<file path="config.mk">
export PLATFORM = sky130hd
export DESIGN_NAME = accum_mc_flat
export DESIGN_NICKNAME = d
export VERILOG_FILES = /design/src/rtl/accum_pkg.sv /design/src/rtl/accum_mc_if.sv /design/src/rtl/accum_alu.sv /design/src/rtl/accum_mc.sv /design/src/flat_wrapper.sv
export SDC_FILE = /design/constraint.sdc
export NUM_CORES = 1
export LEC_CHECK = 0
export ABC_AREA = 1
export ABC_CLOCK_PERIOD_IN_PS = 3400
export CAP_MARGIN = 10
export CELL_PAD_IN_SITES_DETAIL_PLACEMENT = 1
export CELL_PAD_IN_SITES_GLOBAL_PLACEMENT = 1
export CORE_MARGIN = 1.5
export CORE_UTILIZATION = 38
export CTS_BUF_LIST = sky130_fd_sc_hd__clkbuf_16
export CTS_CLUSTER_DIAMETER = 100
export DETAILED_ROUTE_END_ITERATION = 8
export PLACE_DENSITY_LB_ADDON = 0.15
export SYNTH_ARGS = -nofsm -noshare
export SYNTH_HDL_FRONTEND = slang
export SYNTH_SLANG_ARGS = --single-unit
</file>
<file path="constraint.sdc">
create_clock -name clk -period 3.4 [get_ports clk]
set_clock_uncertainty 0.2 [all_clocks]
set_input_delay 0.68 -clock clk [delete_from_list [all_inputs] [get_ports clk]]
set_output_delay 0.68 -clock clk [all_outputs]
set_load 0.02 [all_outputs]
</file>
<file path="src/rtl/accum_pkg.sv">
// rtl/accum_pkg.sv - op encoding shared by the multi-channel accumulator
package accum_pkg;

  localparam int OP_W = 2;

  typedef enum logic [OP_W-1:0] {
    OP_ADD  = 2'b00,
    OP_SUB  = 2'b01,
    OP_LOAD = 2'b10,
    OP_CLR  = 2'b11
  } op_e;

  function automatic int ch_width(input int channels);
    return (channels > 1) ? $clog2(channels) : 1;
  endfunction

endpackage

</file>
<file path="src/rtl/accum_mc_if.sv">
// rtl/accum_mc_if.sv - op request / result handshake bundle for accum_mc
interface accum_mc_if
  import accum_pkg::*;
#(
  parameter int WIDTH    = 4,
  parameter int CHANNELS = 4
);
  localparam int CH_W = ch_width(CHANNELS);

  logic             in_valid;
  logic             in_ready;
  op_e              in_op;
  logic [CH_W-1:0]  in_ch;
  logic [WIDTH-1:0] in_data;

  logic             out_valid;
  logic             out_ready;
  logic [CH_W-1:0]  out_ch;
  logic [WIDTH-1:0] out_y;
  logic             out_cbf;
  logic             out_zero;

  modport master (
    output in_valid, in_op, in_ch, in_data, out_ready,
    input  in_ready, out_valid, out_ch, out_y, out_cbf, out_zero
  );

  modport slave (
    input  in_valid, in_op, in_ch, in_data, out_ready,
    output in_ready, out_valid, out_ch, out_y, out_cbf, out_zero
  );

endinterface

</file>
<file path="src/rtl/accum_alu.sv">
// rtl/accum_alu.sv - combinational add/sub/load/clear; ACCUM_SAT_EN selects clamping
module accum_alu
  import accum_pkg::*;
#(
  parameter int WIDTH = 4
) (
  input  op_e              op,
  input  logic [WIDTH-1:0] acc,
  input  logic [WIDTH-1:0] operand,
  output logic [WIDTH-1:0] result,
  output logic             cbf
);

  logic [WIDTH:0] sum;
  logic [WIDTH:0] diff;

  // The extra top bit is the carry for ADD and the borrow for SUB.
  assign sum  = {1'b0, acc} + {1'b0, operand};
  assign diff = {1'b0, acc} - {1'b0, operand};

  always_comb begin
    result = '0;
    cbf    = 1'b0;
    unique case (op)
      OP_ADD: begin
`ifdef ACCUM_SAT_EN
        result = sum[WIDTH] ? '1 : sum[WIDTH-1:0];
`else
        result = sum[WIDTH-1:0];
`endif
        cbf = sum[WIDTH];
      end
      OP_SUB: begin
`ifdef ACCUM_SAT_EN
        result = diff[WIDTH] ? '0 : diff[WIDTH-1:0];
`else
        result = diff[WIDTH-1:0];
`endif
        cbf = diff[WIDTH];
      end
      OP_LOAD: result = operand;
      OP_CLR:  result = '0;
    endcase
  end

endmodule

</file>
<file path="src/rtl/accum_mc.sv">
// rtl/accum_mc.sv - multi-channel accumulator with registered result; ACCUM_SAT_EN enables clamping
module accum_mc
  import accum_pkg::*;
#(
  parameter int WIDTH    = 4,
  parameter int CHANNELS = 4
) (
  input logic       clk,
  input logic       reset,
  accum_mc_if.slave bus
);

  localparam int CH_W = ch_width(CHANNELS);

  logic [WIDTH-1:0] acc [CHANNELS];
  logic [WIDTH-1:0] acc_sel;
  logic [WIDTH-1:0] alu_y;
  logic             alu_cbf;
  logic             ch_ok;
  logic             accept;

  logic             out_valid_q;
  logic [CH_W-1:0]  out_ch_q;
  logic [WIDTH-1:0] out_y_q;
  logic             out_cbf_q;
  logic             out_zero_q;

  assign ch_ok         = 32'(bus.in_ch) < 32'(CHANNELS);
  assign bus.in_ready  = !out_valid_q || bus.out_ready;
  assign accept        = bus.in_valid && bus.in_ready && ch_ok;

  // Read the target channel directly from the register array, so a second op on
  // the same channel in the next cycle sees the value the first one wrote.
  always_comb begin
    acc_sel = '0;
    for (int i = 0; i < CHANNELS; i++) begin
      if (CH_W'(i) == bus.in_ch) acc_sel = acc[i];
    end
  end

  accum_alu #(.WIDTH(WIDTH)) u_alu (
    .op      (bus.in_op),
    .acc     (acc_sel),
    .operand (bus.in_data),
    .result  (alu_y),
    .cbf     (alu_cbf)
  );

  always_ff @(posedge clk) begin
    if (reset) begin
      for (int i = 0; i < CHANNELS; i++) acc[i] <= '0;
    end else if (accept) begin
      for (int i = 0; i < CHANNELS; i++) begin
        if (CH_W'(i) == bus.in_ch) acc[i] <= alu_y;
      end
    end
  end

  always_ff @(posedge clk) begin
    if (reset) begin
      out_valid_q <= 1'b0;
      out_ch_q    <= '0;
      out_y_q     <= '0;
      out_cbf_q   <= 1'b0;
      out_zero_q  <= 1'b0;
    end else if (accept) begin
      out_valid_q <= 1'b1;
      out_ch_q    <= bus.in_ch;
      out_y_q     <= alu_y;
      out_cbf_q   <= alu_cbf;
      out_zero_q  <= (alu_y == '0);
    end else if (bus.out_ready) begin
      out_valid_q <= 1'b0;
    end
  end

  assign bus.out_valid = out_valid_q;
  assign bus.out_ch    = out_ch_q;
  assign bus.out_y     = out_y_q;
  assign bus.out_cbf   = out_cbf_q;
  assign bus.out_zero  = out_zero_q;

endmodule
</file>
<file path="src/flat_wrapper.sv">
// flat-port wrapper written by rule: the top's interface ports become plain ports
module accum_mc_flat import accum_pkg::*;
#(
  parameter int WIDTH    = 4,
  parameter int CHANNELS = 4
)
  (clk, reset, bus_in_valid, bus_in_op, bus_in_ch, bus_in_data, bus_out_ready, bus_in_ready, bus_out_valid, bus_out_ch, bus_out_y, bus_out_cbf, bus_out_zero);
  accum_mc_if #(.WIDTH(WIDTH), .CHANNELS(CHANNELS)) bus_i ();
  input logic clk;
  input logic reset;
  input wire logic [$bits(bus_i.in_valid)-1:0] bus_in_valid;
  input wire logic [$bits(bus_i.in_op)-1:0] bus_in_op;
  input wire logic [$bits(bus_i.in_ch)-1:0] bus_in_ch;
  input wire logic [$bits(bus_i.in_data)-1:0] bus_in_data;
  input wire logic [$bits(bus_i.out_ready)-1:0] bus_out_ready;
  output wire logic [$bits(bus_i.in_ready)-1:0] bus_in_ready;
  output wire logic [$bits(bus_i.out_valid)-1:0] bus_out_valid;
  output wire logic [$bits(bus_i.out_ch)-1:0] bus_out_ch;
  output wire logic [$bits(bus_i.out_y)-1:0] bus_out_y;
  output wire logic [$bits(bus_i.out_cbf)-1:0] bus_out_cbf;
  output wire logic [$bits(bus_i.out_zero)-1:0] bus_out_zero;
  assign bus_i.in_valid = bus_in_valid;
  assign bus_i.in_op = bus_in_op;
  assign bus_i.in_ch = bus_in_ch;
  assign bus_i.in_data = bus_in_data;
  assign bus_i.out_ready = bus_out_ready;
  assign bus_in_ready = bus_i.in_ready;
  assign bus_out_valid = bus_i.out_valid;
  assign bus_out_ch = bus_i.out_ch;
  assign bus_out_y = bus_i.out_y;
  assign bus_out_cbf = bus_i.out_cbf;
  assign bus_out_zero = bus_i.out_zero;
  accum_mc #(.WIDTH(WIDTH), .CHANNELS(CHANNELS)) u_core (.clk(clk), .reset(reset), .bus(bus_i));
endmodule
</file>
==> results.toml, run 1 <==
[timing]
timing.final.crit_share = 0.872
slew_of_the_pin_with_the_lowest_slew_margin_ps = 647
tightest_slew_margin_relative_to_the_limit = 0.564
timing.final.setup_violations = 0
hold_violations = 0
setup_slack_ps = 434
final.min_clock_period_ps = 2970
fmaxAchievable_mhz = 337
total_count_of_max_transition_violations_in_the_final_report = 0
unrepaired_setup_endpoints_after_global_routing = "no"

[floorplanning]
dieArea_um2 = 4340
starting_utilization_of_the_core_area = 0.402
standard_cell_row_count = 22
die_boundary_height_um = 65.9
die_w_um = 65.9
core-area_um2 = 3740
io_pins = 22

[drt]
detail_route.iter0.violations = 61
drc_errors = 0
drtAntennaViolNets = 0
detail_route.wl_per_cell_um = 15.8
detail_route.wirelength_um = 4330
num_vias = 1375
vias_per_cell = 5.02
drt_pre_antenna_iters = 4

[clock_tree]
clk_latency_ps = 260
postCtsSetupRepairBufs = 0
ctsLongestPathBuffers = 2
cts_inserted_buffers = 3
path_clk_slew_ps = 60
h_tree_depth = 1
cts_tree = "built"
clock_sinks = 25
cts_root_buffer = "sky130_fd_sc_hd__clkbuf_16"

[critical_path]
timing_worst_setup_path_type = "in2reg"
critical_path.startpoint_type = "input port"
worst_setup_path_end_kind = "flop"
worst-endpoint-required_ps = 3390
cp_max_fo = 8
data_arrival_critical_path_ps = 2960

[finish]
finalNetCount = 249
final_area_um2 = 1970
post_route_cells_drive_above_1_share = 0.168
most-common-layout-cells = "29 x sky130_fd_sc_hd__nor2_1, 26 x sky130_fd_sc_hd__nand2_1, 25 x sky130_fd_sc_hd__inv_1"
area_growth_pct = 31.3
layout.cells.most_common = "sky130_fd_sc_hd__nor2_1"
antenna_cells_inserted = 0

[yosys]
post-synth-top-area-fraction = 0.319
synthDistinctLibCells = 27
postSynthCellCount = 187
synthesis.nets = 209
post_synth_main_area_contributors = "sky130_fd_sc_hd__edfxtp_1 32%, sky130_fd_sc_hd__dfxtp_1 12%, sky130_fd_sc_hd__nor2_1 7.2%, sky130_fd_sc_hd__o21ai_0 7.0%, sky130_fd_sc_hd__ha_1 6.7%"
netlist.top_cell.by_area = "sky130_fd_sc_hd__edfxtp_1"
ys_seq_elements = 25
syn_avg_cell_area_um2 = 8.04
ys.warnings.count = 0
share_of_the_yosys_chip_area_belonging_to_registers = 0.439
synth.cell_area_um2 = 1500

[power_and_ir_drop]
vdd.ir_drop.worst_uv = 229
leakage_nw = 0.893
powerDensity_nw_per_um2 = 424

[placement]
finalWeightedCongestion = 0.851
postPlaceCellArea_um2 = 1880
place_worst_setup_slack_ps = -240
place.port_buffers = 21
post-dp-hpwl_um = 3280

[grt]
global_route.usage.total = 0.230
first_global_vias = 1486
maximum_number_of_pins_on_one_net_before_global_route_repair = 16
grt_antenna_before_repair = 0
global_route.overflow_total = 0
grt_first_pass_wirelength_um = 7330

[hold_path]
min-delay-path-class = "reg2reg"

[run_status]
status = "finished, final reports clean"

[flow_run]
drv_cap = 0
cell families (layout without fill, tap and decap cells):
| family | after synthesis | after routing | synth area share |
|---|---|---|---|
| AO/OA/AOI/OAI | 36 | 36 | 0.123 |
| adder cells (fa/ha/maj) | 10 | 10 | 0.0932 |
| buffers and inverters | 36 | 75 | 0.0990 |
| flip-flops | 25 | 25 | 0.439 |
| AND/OR/NAND/NOR | 80 | 80 | 0.245 |
cell type report:
cell class / count / area (um^2)
Fill cell: 465 / 1770
Multi-Input combinational cell: 126 / 698
Sequential cell: 25 / 661
Timing Repair Buffer: 40 / 358
Inverter: 31 / 116
Clock buffer: 3 / 75.1
Tap cell: 48 / 60.1
Clock inverter: 1 / 6.26
synth_stat cells:
| cell type | instances |
|---|---|
| sky130_fd_sc_hd__a21oi_1 | 10 |
| sky130_fd_sc_hd__a21oi_2 | 1 |
| sky130_fd_sc_hd__a31oi_1 | 1 |
| sky130_fd_sc_hd__and2_1 | 1 |
| sky130_fd_sc_hd__buf_2 | 2 |
| sky130_fd_sc_hd__buf_4 | 1 |
| sky130_fd_sc_hd__buf_6 | 1 |
| sky130_fd_sc_hd__clkbuf_1 | 1 |
| sky130_fd_sc_hd__clkinv_1 | 1 |
| sky130_fd_sc_hd__dfxtp_1 | 9 |
| sky130_fd_sc_hd__edfxtp_1 | 16 |
| sky130_fd_sc_hd__fa_1 | 2 |
| sky130_fd_sc_hd__ha_1 | 8 |
| sky130_fd_sc_hd__inv_1 | 25 |
| sky130_fd_sc_hd__inv_2 | 5 |
| sky130_fd_sc_hd__nand2_1 | 26 |
| sky130_fd_sc_hd__nand3_1 | 11 |
| sky130_fd_sc_hd__nand3_2 | 2 |
| sky130_fd_sc_hd__nand3_4 | 1 |
| sky130_fd_sc_hd__nor2_1 | 29 |
| sky130_fd_sc_hd__nor2_2 | 3 |
| sky130_fd_sc_hd__nor3_1 | 4 |
| sky130_fd_sc_hd__nor3_2 | 1 |
| sky130_fd_sc_hd__o21ai_0 | 21 |
| sky130_fd_sc_hd__o21ai_1 | 3 |
| sky130_fd_sc_hd__or2_1 | 1 |
| sky130_fd_sc_hd__or2_4 | 1 |
critical path, stage by stage:
cell                             delay [ps]
sky130_fd_sc_hd__dlymetal6s2s_1         200
sky130_fd_sc_hd__o21ai_0                300
sky130_fd_sc_hd__o21ai_0                190
sky130_fd_sc_hd__o21ai_0                110
sky130_fd_sc_hd__nand2_1                110
sky130_fd_sc_hd__ha_1                   370
sky130_fd_sc_hd__buf_4                  180
sky130_fd_sc_hd__or2_4                  250
sky130_fd_sc_hd__nand3_2                 80
sky130_fd_sc_hd__nand3_4                140
sky130_fd_sc_hd__nor2_1                 140
sky130_fd_sc_hd__nand3_1                100
sky130_fd_sc_hd__a21oi_2                120
final timing paths:
kind / start / to / slack (ps) / cells after the start
setup reg to reg: u_core.acc[0][2]$_SDFFCE_PN0P_ / u_core.bus.out_zero$_SDFFE_PP0P_ / 680 / 12
hold reg to reg: u_core.bus.out_ch[0]$_SDFFE_PP0P_ / u_core.bus.out_ch[0]$_SDFFE_PP0P_ / 280 / 2
setup / recovery: bus_in_ch[0] / u_core.bus.out_zero$_SDFFE_PP0P_ / 430 / 13
hold / removal: u_core.bus.out_ch[0]$_SDFFE_PP0P_ / u_core.bus.out_ch[0]$_SDFFE_PP0P_ / 280 / 2
per-stage QoR:
stage | total power, mW | TNS, ps | utilization | instances | hold WS [ps]
floorplan | 0.476 | 0 | - | 187 | 341
CTS | 0.840 | 0 | 0.525 | 274 | 280
global route | 0.880 | 0 | 0.527 | 274 | 292
global placement | 0.568 | -942 | 0.503 | 270 | 256
detailed placement | 0.576 | -1800 | 0.503 | 270 | 268
finish | 0.838 | 0 | 0.527 | 274 | 276
routing by layer:
| layer | up-vias | GRT usage | wire (um) |
|---|---|---|---|
| li1 | 685 | - | - |
| met1 | 669 | 0.290 | 2040 |
| met2 | 17 | 0.400 | 2140 |
| met3 | 4 | 0.0307 | 88 |
| met4 | 0 | 0.0807 | 53 |
| met5 | - | 0 | 0 |
timing repair:
action / CTS / global route
setup endpoints to repair: 1 / 14
resized for setup: 1 / 3
hold buffers: 0 / 0
power breakdown:
part	internal, mW	switching [mW]	total (mW)
Combinational	0.0944	0.127	0.222
Clock	0.160	0.106	0.267
Sequential	0.342	0.00750	0.350
Total	0.597	0.241	0.838
flip-flops by register name (all words and copies together) (netlist names):
register and count:
u_core.acc 16, u_core.bus.out_y 4, u_core.bus.out_ch 2, u_core.bus.out_cbf 1, u_core.bus.out_valid 1, u_core.bus.out_zero 1
Power figures use the tool's default switching activity.
==> inputs of run 2 (changes only) <==
ABC_AREA = default   (was 1)
==> run 2 against run 1 <==
Compared with the run above:
- worst setup slack got worse by 150 ps
- sequential cell count did not move
- final cell count down 23%
- combinational power decreased by 9.9%
==> results.toml, run 2 <==
[run_status]
status = "finished, final reports clean"

[yosys]
share_of_the_yosys_chip_area_belonging_to_registers = 0.460
ys_seq_elements = 25
synth_flop_cell = "sky130_fd_sc_hd__edfxtp_1"
synthDistinctLibCells = 35
post-synth-top-area-fraction = 0.335
synth_commonest_cells = "27 x sky130_fd_sc_hd__nor2_1, 16 x sky130_fd_sc_hd__edfxtp_1, 10 x sky130_fd_sc_hd__inv_1"
netlist.top_cell.by_area = "sky130_fd_sc_hd__edfxtp_1"
synthesis.nets = 157
synth_enable_flop_cells = 16
postSynthCellCount = 135
postSynth.asyncResetShare = 0
most_frequent_cell_after_synthesis = "sky130_fd_sc_hd__nor2_1"
synth.cell_area_um2 = 1440
post_synth_main_area_contributors = "sky130_fd_sc_hd__edfxtp_1 33%, sky130_fd_sc_hd__dfxtp_1 13%, sky130_fd_sc_hd__nor2_1 7.1%, sky130_fd_sc_hd__ha_1 7.0%, sky130_fd_sc_hd__mux4_2 6.3%"
syn_avg_cell_area_um2 = 10.6
ys.warnings.count = 0

[finish]
final_area_um2 = 1830
post_route_cells_drive_above_1_share = 0.184
area_growth_pct = 27.8
final_core_util = 0.505
finalNetCount = 186
antenna_cells_inserted = 0
largest_reg_flops = 16
layout.cells.most_common = "sky130_fd_sc_hd__nor2_1"
max_flop_register = "u_core.acc"
most-common-layout-cells = "27 x sky130_fd_sc_hd__nor2_1, 19 x sky130_fd_sc_hd__clkdlybuf4s50_1, 16 x sky130_fd_sc_hd__edfxtp_1"
finish.cell_count_without_fillers = 211

[critical_path]
worst-r2r-cell-count = 10
path_cells = "dlygate4sd2_1 > mux4_2 > ha_2 > nand2_1 > o21ai_1 > xor2_1 > a221oi_4 > nor2_1"
timing_worst_setup_path_type = "in2reg"
worst_setup_path_end_kind = "flop"
critPathMaxStageDelay_ps = 580
cp_max_fo = 6
crit-reg2reg-capture = "u_core.bus.out_zero$_SDFFE_PP0P_"
critical_path.startpoint_type = "input port"
timing.critical_path.slowest_stage_cell = "sky130_fd_sc_hd__mux4_2"
reg2reg_setup_slack_ps = 690
worst-endpoint-required_ps = 3200
reg2reg_from = "u_core.acc[0][0]$_SDFFCE_PN0P_"
data_arrival_critical_path_ps = 2910

[timing]
total_count_of_max_transition_violations_in_the_final_report = 0
finalSetupTns_ps = 0
final.min_clock_period_ps = 3120
slew_of_the_pin_with_the_lowest_slew_margin_ps = 534
tightest_slew_margin_relative_to_the_limit = 0.643
fin_hold_ws_ps = 266
fmaxAchievable_mhz = 321
timing.final.setup_violations = 0
setup_slack_ps = 284
timing.final.crit_share = 0.916
hold_violations = 0
unrepaired_setup_endpoints_after_global_routing = "no"

[floorplanning]
die_boundary_height_um = 64.5
dieArea_um2 = 4150
core-area_um2 = 3630
io_pins = 22
standard_cell_row_count = 22
die_w_um = 64.5
starting_utilization_of_the_core_area = 0.395

[grt]
grt_antenna_before_repair = 0
global_route.overflow_total = 0
grt_first_pass_wirelength_um = 5330
maximum_number_of_pins_on_one_net_before_global_route_repair = 17
global_route.usage.total = 0.169
first_global_vias = 1103

[power_and_ir_drop]
leakage_nw = 0.736
p_total_uw = 804
powerDensity_nw_per_um2 = 438
vdd.ir_drop.worst_uv = 264

[drt]
detail_route.wirelength_um = 3200
drc_errors = 0
drt_pre_antenna_iters = 4
met2_wirelength_um = 1660
wl_met1_um = 1410
num_vias = 1078
drtAntennaViolNets = 0
top_layer_used = "met4"
vias_per_cell = 5.11
detail_route.iter0.violations = 44
met3_wirelength_um = 86
detail_route.wl_per_cell_um = 15.2

[clock_tree]
clk_latency_ps = 260
cts_inserted_buffers = 3
cts_tree = "built"
clock_sinks = 25
ctsLongestPathBuffers = 2
postCtsSetupRepairBufs = 0
cts_root_buffer = "sky130_fd_sc_hd__clkbuf_16"
h_tree_depth = 1
path_clk_slew_ps = 60
holdBufCountCts = 0

[hold_path]
whs_endpoint = "u_core.bus.out_ch[1]$_SDFFE_PP0P_"
worst_hold_startpoint = "u_core.bus.out_ch[1]$_SDFFE_PP0P_"
hold-path-cell-count = 2
min-delay-path-class = "reg2reg"

[placement]
place.port_buffers = 21
post-dp-hpwl_um = 2590
finalWeightedCongestion = 0.747
postPlaceCellArea_um2 = 1740
numPlacedInstances = 207
place_worst_setup_slack_ps = -315

[flow_run]
drv_cap = 0
[run 2: cell types whose count changed in the layout (fill, tap and decap cells not counted), moves of 3 or more]
cell | previous run | this run
sky130_fd_sc_hd__nor2_2 | 3 | 0
sky130_fd_sc_hd__inv_1 | 25 | 11
sky130_fd_sc_hd__a211oi_1 | 0 | 3
sky130_fd_sc_hd__o21ai_0 | 20 | 1
sky130_fd_sc_hd__nor2b_1 | 0 | 4
sky130_fd_sc_hd__nand2_1 | 26 | 8
sky130_fd_sc_hd__a31o_2 | 0 | 3
sky130_fd_sc_hd__nor3_1 | 4 | 0
sky130_fd_sc_hd__buf_4 | 19 | 9
sky130_fd_sc_hd__inv_2 | 5 | 0
sky130_fd_sc_hd__mux4_2 | 0 | 4
sky130_fd_sc_hd__nand3_1 | 11 | 4
[run 2: worst max-delay path: cells and delay by family]
kind	cells	cell delay [ps]
adders and majority gates	1	410
AOI/OAI and AO/OA	2	630
buffers and inverters	1	320
muxes	1	580
and+or+nand+nor	2	160
xor gates and xnor gates	1	140
[run 2: worst max path at each step]
stage / slack, ps / startpoint / to / cells after the start
global route: 170 / bus_in_ch[0] / u_core.acc[0][15]$_SDFFCE_PN0P_ / 8
finish: 280 / bus_in_ch[0] / u_core.acc[0][3]$_SDFFCE_PN0P_ / 8
detailed placement: -320 / bus_in_ch[0] / u_core.acc[0][3]$_SDFFCE_PN0P_ / 8
CTS: 90 / bus_in_ch[1] / u_core.bus.out_zero$_SDFFE_PP0P_ / 11
floorplan: 180 / bus_in_ch[0] / u_core.acc[0][15]$_SDFFCE_PN0P_ / 9
global placement: -260 / bus_in_ch[0] / u_core.acc[0][15]$_SDFFCE_PN0P_ / 8
[run 2: area by class of cell]
cell class | count | area [um^2]
timing repair buffer | 31 | 290
tap | 48 | 60.1
inverter | 10 | 37.5
sequential | 25 | 661
fill | 400 | 1800
multi-input combinational | 93 | 707
clock buffer | 3 | 75.1
clock inverter | 1 | 3.75
[run 2: layer usage]
layer / track usage / vias to the layer above
met4: 0.0559 / 0
met3: 0.0260 / 5
li1: - / 523
met1: 0.208 / 535
met2: 0.302 / 15
met5: 0 / -
[run 2: repair_timing]
item,CTS,global route
pin swaps,1,0
setup endpoints to repair,4,9
hold endpoints to repair,0,0
gates resized for setup,2,4
[run 2: cells by family (layout without fill, tap and decap cells)]
logic type | count (synthesis) | after routing | synth area share
AO/OA/AOI/OAI | 24 | 24 | 0.127
XOR/XNOR | 3 | 3 | 0.0235
adder cells (fa/ha/maj) | 10 | 10 | 0.0976
buffers and inverters | 17 | 45 | 0.0541
flip-flops | 25 | 25 | 0.460
multiplexers | 5 | 5 | 0.0697
AND/OR/NAND/NOR | 51 | 51 | 0.167
[run 2: power by group]
| group | switching, mW | internal [mW] |
|---|---|---|
| combinational | 0.106 | 0.0938 |
| sequential | 0.00699 | 0.342 |
| clock | 0.0978 | 0.157 |
==> inputs of run 3 (changes only) <==
GPL_ROUTABILITY_DRIVEN = 0   (was default)
==> results of run 3 <==
Same layout as run 2: the final DEF is identical, and so are final timing and power.
